## config.mk

```make
export PLATFORM = sky130hd
export DESIGN_NAME = jump_control_block
export DESIGN_NICKNAME = d
export VERILOG_FILES = /design/src/rtl/jump_control_block.sv
export SDC_FILE = /design/constraint.sdc
export NUM_CORES = 1
export LEC_CHECK = 0
export ABC_AREA = 1
export CAP_MARGIN = 20
export CORE_ASPECT_RATIO = 2
export CORE_UTILIZATION = 41
export CTS_BUF_LIST = sky130_fd_sc_hd__clkbuf_16
export DETAILED_ROUTE_END_ITERATION = 16
export GPL_TIMING_DRIVEN = 0
export PLACE_DENSITY = 0.73
export SETUP_SLACK_MARGIN = 0.1
export SLEW_MARGIN = 10
export SYNTH_ARGS = -nofsm -noshare
export SYNTH_HDL_FRONTEND = slang
export SYNTH_SLANG_ARGS = --single-unit
```

## constraint.sdc

```tcl
create_clock -name clk -period 1.8 [get_ports clk]
set_clock_uncertainty 0.15 [all_clocks]
set_input_delay 0.18 -clock clk [delete_from_list [all_inputs] [get_ports clk]]
set_output_delay 0.18 -clock clk [all_outputs]
set_load 0.02 [all_outputs]
```

## src/rtl/jump_control_block.sv

```systemverilog
// jump_control_block
//   Branch/interrupt steering unit of the 8-bit processor.
//
//   This block decodes the jump-class instruction that is in the execute
//   stage. It checks branch conditions against the ALU flags and detects
//   rising edges on the interrupt request. It then drives the PC mux select
//   and the jump target. One return address is held, so interrupts are
//   single-level and are not nested.
//
//   Ports:
//     clk              system clock, rising edge
//     reset            synchronous active-low reset
//     ins[19:0]        current instruction; opcode ins[19:15], target ins[7:0]
//     interrupt        interrupt request (level input, rising-edge accepted)
//     current_address  PC of the current instruction
//     flag_ex[3:0]     ALU flags {V,N,Z,C}
//     pc_mux_sel       1 = load PC from jmp_loc, 0 = sequential PC
//     jmp_loc[7:0]     jump target, 8'h00 whenever pc_mux_sel is 0
//
//   Optional build macro JCB_FLAG_RESTORE_EN:
//     When defined, the flags present at interrupt entry are saved.
//     A conditional jump in the cycle right after RET then tests those
//     saved flags instead of the live ALU flags.

module jump_control_block #(
    parameter logic [7:0] INT_VECTOR = 8'hF0
) (
    input  logic        clk,
    input  logic        reset,
    input  logic [19:0] ins,
    input  logic        interrupt,
    input  logic [7:0]  current_address,
    input  logic [3:0]  flag_ex,
    output logic        pc_mux_sel,
    output logic [7:0]  jmp_loc
);

    localparam logic [4:0] OP_JMP = 5'b11000;
    localparam logic [4:0] OP_JC  = 5'b11100;
    localparam logic [4:0] OP_JNC = 5'b11110;
    localparam logic [4:0] OP_JZ  = 5'b11101;
    localparam logic [4:0] OP_JNZ = 5'b11111;
    localparam logic [4:0] OP_RET = 5'b10000;

    logic       int_prev;
    logic       in_isr;
    logic [7:0] ret_addr;
    logic [3:0] eff_flags;
    logic       int_take;
    logic       is_ret;
    logic       sel_d;
    logic [7:0] loc_d;
    logic [4:0] opcode;

    // The middle instruction bits carry no meaning for jump-class decode.
    logic unused_ins_bits;
    assign unused_ins_bits = ^ins[14:8];

    assign opcode   = ins[19:15];
    assign int_take = interrupt & ~int_prev & ~in_isr;

`ifdef JCB_FLAG_RESTORE_EN
    logic [3:0] saved_flags;
    logic       restore_pend;
    assign eff_flags = restore_pend ? saved_flags : flag_ex;
`else
    assign eff_flags = flag_ex;
`endif

    always_comb begin
        sel_d  = 1'b0;
        loc_d  = 8'h00;
        is_ret = 1'b0;
        if (int_take) begin
            sel_d = 1'b1;
            loc_d = INT_VECTOR;
        end else begin
            case (opcode)
                OP_JMP: begin
                    sel_d = 1'b1;
                    loc_d = ins[7:0];
                end
                OP_JC: begin
                    sel_d = eff_flags[0];
                    loc_d = eff_flags[0] ? ins[7:0] : 8'h00;
                end
                OP_JNC: begin
                    sel_d = ~eff_flags[0];
                    loc_d = eff_flags[0] ? 8'h00 : ins[7:0];
                end
                OP_JZ: begin
                    sel_d = eff_flags[1];
                    loc_d = eff_flags[1] ? ins[7:0] : 8'h00;
                end
                OP_JNZ: begin
                    sel_d = ~eff_flags[1];
                    loc_d = eff_flags[1] ? 8'h00 : ins[7:0];
                end
                OP_RET: begin
                    sel_d  = 1'b1;
                    loc_d  = ret_addr;
                    is_ret = 1'b1;
                end
                default: begin
                    sel_d = 1'b0;
                    loc_d = 8'h00;
                end
            endcase
        end
    end

    // Outputs are held quiet while the core is in reset.
    assign pc_mux_sel = reset & sel_d;
    assign jmp_loc    = reset ? loc_d : 8'h00;

    always_ff @(posedge clk) begin
        if (!reset) begin
            int_prev <= 1'b0;
            in_isr   <= 1'b0;
            ret_addr <= 8'h00;
        end else begin
            int_prev <= interrupt;
            if (int_take) begin
                // The 8-bit add wraps naturally, so 8'hFF returns to 8'h00.
                ret_addr <= current_address + 8'd1;
                in_isr   <= 1'b1;
            end else if (is_ret) begin
                in_isr <= 1'b0;
            end
        end
    end

`ifdef JCB_FLAG_RESTORE_EN
    always_ff @(posedge clk) begin
        if (!reset) begin
            saved_flags  <= 4'h0;
            restore_pend <= 1'b0;
        end else begin
            if (int_take) begin
                saved_flags <= flag_ex;
            end
            restore_pend <= is_ret;
        end
    end
`endif

endmodule

```

# Word level (Yosys, flattened, before mapping)

Cells that the tools add are included.
W data, S select, Z words.

$add $sub $neg: 1
Equal/unequal tests: 6
Mux-type cells: 13
Bitwise operators: 7
Reduce and logical (&&, ||, !) cells: 2

Operator list:

| cell                  | number |
|---|---|
| $mux W8               | 6 |
| $pmux W8 S6           | 1 |
| $eq A5 B5 Y1 const B  | 6 |
| $add A8 B1 Y8 const B | 1 |
| $mux W1               | 5 |
| $pmux W1 S5           | 1 |
| $not A1 Y1            | 4 |
| $and A1 B1 Y1         | 3 |
| $reduce_bool A2 Y1    | 1 |
| $reduce_or A2 Y1      | 1 |

Bits in registers: 10
Input bits: 35
Output and inout port bits: 9
Word-level logic and storage cells: 32

# Depth between registers and ports, before layout

Depth after elaboration: 6
Mapped depth: 9
Depth with buffers taken out: 8

# Worst setup path before layout

OpenSTA, ideal clock, no wires.

Path kind: input to output
Start: input ins[16]
End: output jmp_loc[0]
Arrival: 1175 ps
Data required time: 1470 ps
Slack: 295 ps
Stages: 7
Path buffers: 0
Cell sequence: nor2_2 -> nand3_1 -> nand2_1 -> nor2_1 -> nor2_4 -> nand2_1 -> nor2_1

Word-level cells in the longest chain between the ends: 4
Elaborated cells between the ends (all ways): 9
Those cells by class: eq/ne: 6; mux: 3

Ends and longest elaborated chain:

| item            | RTL line | source |
|---|---|---|
| from (decl)     | 30       | `input logic [19:0] ins,` |
| $eq A5 B5 Y1    | 78       | `case (opcode)` |
| $pmux W8 S6 (*) | 78       |  |
| $mux W8 (*)     | 74       | `if (int_take) begin` |
| $mux W8 (*)     | 114      | `assign jmp_loc = reset ? loc_d : 8'h00;` |
| to (decl)       | 35       | `output logic [7:0] jmp_loc` |

Mark *: on every way between the ends. The rest lies on a longest branch, timed or not.

# Worst setup path after layout

Start: input ins[16]
End: output jmp_loc[7]

Same word-level chain as after synthesis.

==> qor.yml <==
worst_hold_path:
  hold_path.class: "input port to flop"
  hold_depth: 3
  min_from: "interrupt"
  min_delay_worst_endpoint: "int_prev"
synthesis:
  syn_area_per_cell_um2: 5.23
  ys_ff_latch: 10
  synth_warnings: 0
  synth_cells: 246
  synth.distinct_cells: 25
  syn-num-nets: 282
  async_flop_share_pct: 0
  synth-main-ff-cell: "dfxtp_1"
  yosysSeqAreaShare_pct: 15.5
  netlist_area_mm2: 0.00129
  synth-edff-count: 0
die:
  core_area_mm2: 0.00298
  die_width_um: 41.6
  rows: 28
  ios: 44
  die_h_um: 81.3
  initial_utilization_pct: 43.2
  dieArea_mm2: 0.00338
critical_path:
  arrival_ps: 1300
  cp_slowest_cell: "nor2_4"
  rr_startpoint: "in_isr"
  path_cells: "buf_6, nor2_4, buf_4, nand3_2, nand2_1, nor2_1, nor2_4, buf_6, nand2_1, nand2_1, buf_4"
  rrSetupSlack_ps: 360
  crit_top_cell: "nand2_1"
  critical_path_class: "input port to output port"
  end_kind: "output port"
  worstPathRequired_ps: 1470
  max_stage_delay_ps: 150
  r2r-end: "ret_addr[5]"
  cp_max_fo: 5
  cp-start-kind: "input port"
  r2r_cells: 7
drt:
  dr.max_layer_used: "met4"
  ant_nets: 0
  first_pass_iters: 4
  drt-wirelength-per-cell_um: 12.8
  drt-met1-wl_mm: 1.54
  wl_mm: 4.22
  vias_per_cell: 5.25
  drc: 0
  vias: 1728
  drtIter0Drc: 57
  wl_met3_um: 118
  wl_met2_mm: 2.39
finish:
  final_area_mm2: 0.00201
  layout-drive-gt1-share_pct: 23.1
  nFillCells: 269
  n_antenna_cell: 0
  fin_util_pct: 67.6
  syn2layout_area_growth_pct: 56.5
  finalNonFillerCells: 329
  layout.nets: 337
global_route:
  grt_max_degree: 11
  grt_pass1_vias: 1637
  grtUsageTotal_pct: 24.9
  grt_pass1_wl_mm: 6.65
  antenna_found_initial: 0
  grt_overflow: 0
timing:
  max_freq_mhz: 613
  drv_slew: 0
  fin_crit_sh_pct: 90.6
  setup_viol: 0
  rsz0062_at_grt: "yes"
  slew-limit-headroom_pct: 74.4
  setup_ws_ps: 170
  tightest_slew_ps: 384
  period_minus_slack_ps: 1630
  hold_violations: 0
run:
  max-cap-violations: 0
clock_network:
  insertion_delay_ps: 230
  cts_buffers: 3
  cts_tree: "done"
  cts_sinks: 10
  htreeDepth: 1
  cts_root_buf: "clkbuf_16"
  clk_path_buf_depth: 2
  clk_pin_slew_ps: 40
placement:
  portBuffers: 33
  globalplace.congestion: 0.925
  dp_slack_ps: -1020
  dp_hpwl_mm: 2.82
  placed_area_mm2: 0.00166
  dpl.cell_count: 309
outcome:
  outcome: "complete, no violations"
power_and_ir_drop:
  leakagePower_nw: 1.15
  p_per_area_mw_per_mm2: 484
  power.total_uw: 975
  ir_worst_vdd_v: 0.000568
where the power goes:
group | internal, mW | leakage (nW) | switching, mW
Sequential | 0.244 | 0.0828 | 0.0122
Clock | 0.287 | 0.0370 | 0.0945
Combinational | 0.154 | 1.03 | 0.183
Total | 0.685 | 1.15 | 0.290
cells in the mapped netlist (3+ instances only):
cell type | instances | share of area [%]
dfxtp_1 | 10 | 16
o21ai_0 | 9 | 3.5
buf_2 | 3 | 1.2
inv_1 | 36 | 10
nand3_1 | 34 | 13
nor2_4 | 3 | 2.6
a21oi_1 | 4 | 1.6
clkbuf_8 | 3 | 3.2
nand4_1 | 13 | 6.3
nor2_1 | 40 | 12
nand2_1 | 74 | 22
through the flow:
step	setup TNS, ps	hold WS (ps)
6_report	0	142
3_5_place_dp	-9410	309
4_1_cts	0	148
2_1_floorplan	0	120
5_1_grt	0	177
3_3_place_gp	-9840	300
what timing repair did:
action | in CTS | in global routing
hold endpoints to repair | 0 | 0
hold buffers | 0 | 0
buffers inserted | 11 | 4
pin swaps | 9 | 13
gates resized for setup | 93 | 39
cloned | 0 | 2
setup endpoints to repair | 12 | 10
cells in the final DEF, fill, tap and decap left out, types with 4 or more instances in the layout:
master / count
inv_2: 4
nand2_1: 70
nor2_1: 37
nor2_4: 6
nand3_1: 30
nand4_1: 13
o21ai_0: 7
a21oi_1: 4
buf_4: 22
inv_1: 32
dlymetal6s2s_1: 8
clkbuf_16: 5
clkdlybuf4s50_1: 9
dfxtp_1: 10
buf_2: 4
buf_6: 7
how the worst max path moves through the flow:
stage / from / endpoint / slack [ps] / depth (start not counted)
after floorplan: ins[16] / jmp_loc[0] / 300 / 7
after global placement: ins[16] / jmp_loc[1] / -1020 / 9
after detailed placement: ins[16] / jmp_loc[0] / -1020 / 9
after CTS: ins[0] / jmp_loc[0] / 100 / 10
after global routing: ins[15] / jmp_loc[0] / 80 / 11
final: ins[16] / jmp_loc[7] / 170 / 11
final cells by class:
| type | instances | area, um2 | area share, % |
|---|---|---|---|
| Clock buffer | 3 | 75.1 | 3.73 |
| Tap cell | 30 | 37.5 | 1.86 |
| Inverter | 38 | 146 | 7.27 |
| Sequential cell | 10 | 200 | 9.94 |
| Buffer | 9 | 91.3 | 4.53 |
| Timing Repair Buffer | 50 | 499 | 24.8 |
| Multi-Input combinational cell | 189 | 965 | 47.9 |
sequential cells by signal, indices dropped and copies added (netlist names):
signal and flops:
int_prev 1, ret_addr 8, in_isr 1
per-layer routing:
| layer | vias up | GRT usage (%) |
|---|---|---|
| met1 | 757 | 23.8 |
| met2 | 53 | 50.2 |
| met3 | 20 | 3.33 |
| met4 | 0 | 11.6 |
| li1 | 898 | - |
| met5 | - | 0 |
worst max-delay path, delay by kind of cell:
kind / cells / cell delay [ps]
buffers and inverters: 4 / 530
and+or+nand+nor: 7 / 590
logic make-up (layout without fill, tap and decap cells):
family	count (synthesis)	in the layout	synth area share (%)
adder cells (fa/ha/maj)	1	1	0.972
buffers and inverters	47	100	16.6
AO/OA/AOI/OAI	18	18	8.07
XOR/XNOR	3	3	2.04
AND/OR/NAND/NOR	167	167	56.8
flip-flops	10	10	15.5
No activity file was read; power rests on OpenSTA's default activity.
==> patch, RTL diff (same flow settings) <==
The option `JCB_FLAG_RESTORE_EN` is turned on by a define.
--- a/src/rtl/jump_control_block.sv
+++ b/src/rtl/jump_control_block.sv
@@ -21,6 +21,8 @@
 //     When defined, the flags present at interrupt entry are saved.
 //     A conditional jump in the cycle right after RET then tests those
 //     saved flags instead of the live ALU flags.
+
+`define JCB_FLAG_RESTORE_EN
 
 module jump_control_block #(
     parameter logic [7:0] INT_VECTOR = 8'hF0
Check against the original RTL: not equivalent (a bounded check fails within 4 cycles, from zero or initial values and one cycle with reset low).
==> patch against the unedited design <==
The run now ends with negative setup slack left. Combinational power shrank 24%. Worst setup slack lost 0.19 ns. Final cell count shrank 6.1%. Total power grew 1.5%. Wire length shrank 12%. Sequential cell count grew 3. First-iteration DRC count shrank 16%. Final area shrank 9.8%. Clock power grew 8.1%. Non-clock buffer count shrank 19. Area after synthesis shrank 4.6%. Critical endpoint is now jmp_loc[5]. Largest power group unchanged.
==> patch: results (changes against the unedited design) <==
outcome - complete, but fails checks
failing checks - negative setup slack
share of cells above drive strength 1 - 18.6% (-4.5 points)
Layout non-clock buf frac - 21.5% (-7.8 points)
async set or reset register ratio after synthesis - 0% (unchanged)
Finish-stage setup viols - 4 (+4)
Nets - 317 (-5.9%)
Post-synth top cells - nor2_1, nand2_1, nand3_1
CP arrival - 1.49 ns (+0.19 ns)
synth unique cells - 20 (-20%)
DP Area - 1600 sq um (-3.6%)
post_cts resized - 82 (-12%)
Final Instance Area - 1820 sq um (-9.8%)
DP HPWL - 2.61 mm (-7.4%)
top cells by area, synth - nor2_1, dfxtp_1, nand2_1
CP peak stage delay - 0.39 ns (+0.24 ns)
hold path start - reset
Crit-path slowest cell - dfxtp_4
Post-Syn Nets - 273 (-3.2%)
Via Count - 1601 (-7.3%)
final hold slack - 0.0791 ns (-0.0625 ns)
area of the multi-input gates - 926 sq um (-4.0%)
1st-iter DRT viols - 48 (-16%)
clock-cell share of area - 4.40% (+0.68 points)
storage element area - 264 sq um (+32%)
maximum VDD drop - 0.000678 V (+19%)
H-tree Lvls - 1 (unchanged)
Multi-In Gates - 192 (+1.6%)
max_slew headroom - 78.1% (+3.7 points)
Top Registers - ret_addr (8), saved_flags (2)
FF-to-FF setup slack - 0.32 ns (-0.04 ns)
Filler Cell Count - 302 (+12%)
Skew-Pair Late Insertion Delay - 0.24 ns
worst setup margin - -0.0235 ns (-0.193 ns)
Signal inverters - 31 (-18%)
postcts setup bufs - 4 (-7)
first-pass GRT wire length - 6.08 mm (-8.6%)
GRT Overall Usage - 26.5% (+1.6 points)
leakage - 0.915 nW (-20%)
core area - 2800 sq um (-5.8%)
reg-to-reg endpoint - ret_addr[4]$_SDFFE_PN0P_
Placer Congestion - 0.722 (-22%)
pre-CTS WS - -0.766 ns (+0.249 ns)
patch: cell count changes in the layout (fill, tap and decap cells not counted), moves of 4 or more:
| cell | unedited run | this run |
|---|---|---|
| dlygate4sd2_1 | 1 | 7 |
| nor2_4 | 6 | 2 |
| nand2_1 | 70 | 50 |
| nand2_4 | 2 | 6 |
| dlymetal6s2s_1 | 8 | 0 |
| inv_1 | 32 | 25 |
| buf_4 | 22 | 4 |
| buf_6 | 7 | 11 |
| clkdlybuf4s50_1 | 9 | 17 |
| nand4_1 | 13 | 1 |
| nor2_1 | 37 | 68 |
| nand2_2 | 2 | 9 |
patch: stage by stage:
| step | std cells | setup TNS, ns |
|---|---|---|
| after floorplan | 237 | 0 |
| after global placement | 299 | -6.72 |
| after detailed placement | 299 | -6.63 |
| after CTS | 309 | -0.107 |
| after global routing | 309 | -0.796 |
| final | 309 | -0.0703 |
patch: report_power, final:
| group | internal (mW) | total [mW] | switching, mW |
|---|---|---|---|
| registers | 0.309 | 0.318 | 0.00946 |
| logic | 0.113 | 0.258 | 0.145 |
| clock network | 0.295 | 0.413 | 0.118 |
patch: per-layer routing:
| metal | track usage [%] | up-vias | wire length [microns] |
|---|---|---|---|
| met4 | 14.0 | 0 | 180 |
| met3 | 2.79 | 14 | 94 |
| met1 | 25.3 | 715 | 1350 |
| li1 | - | 827 | - |
| met2 | 48.9 | 45 | 2100 |
| met5 | 0 | - | 0 |
patch: logic make-up (layout without fill, tap and decap cells):
family	count (synthesis)	in the layout	synth area share, %
and+or+nand+nor	170	171	57.9
buffers and inverters	33	75	10.8
AOI/OAI and AO/OA	18	18	7.64
DFF	13	13	21.2
xor gates and xnor gates	2	2	1.43
adders and majority gates	1	1	1.02
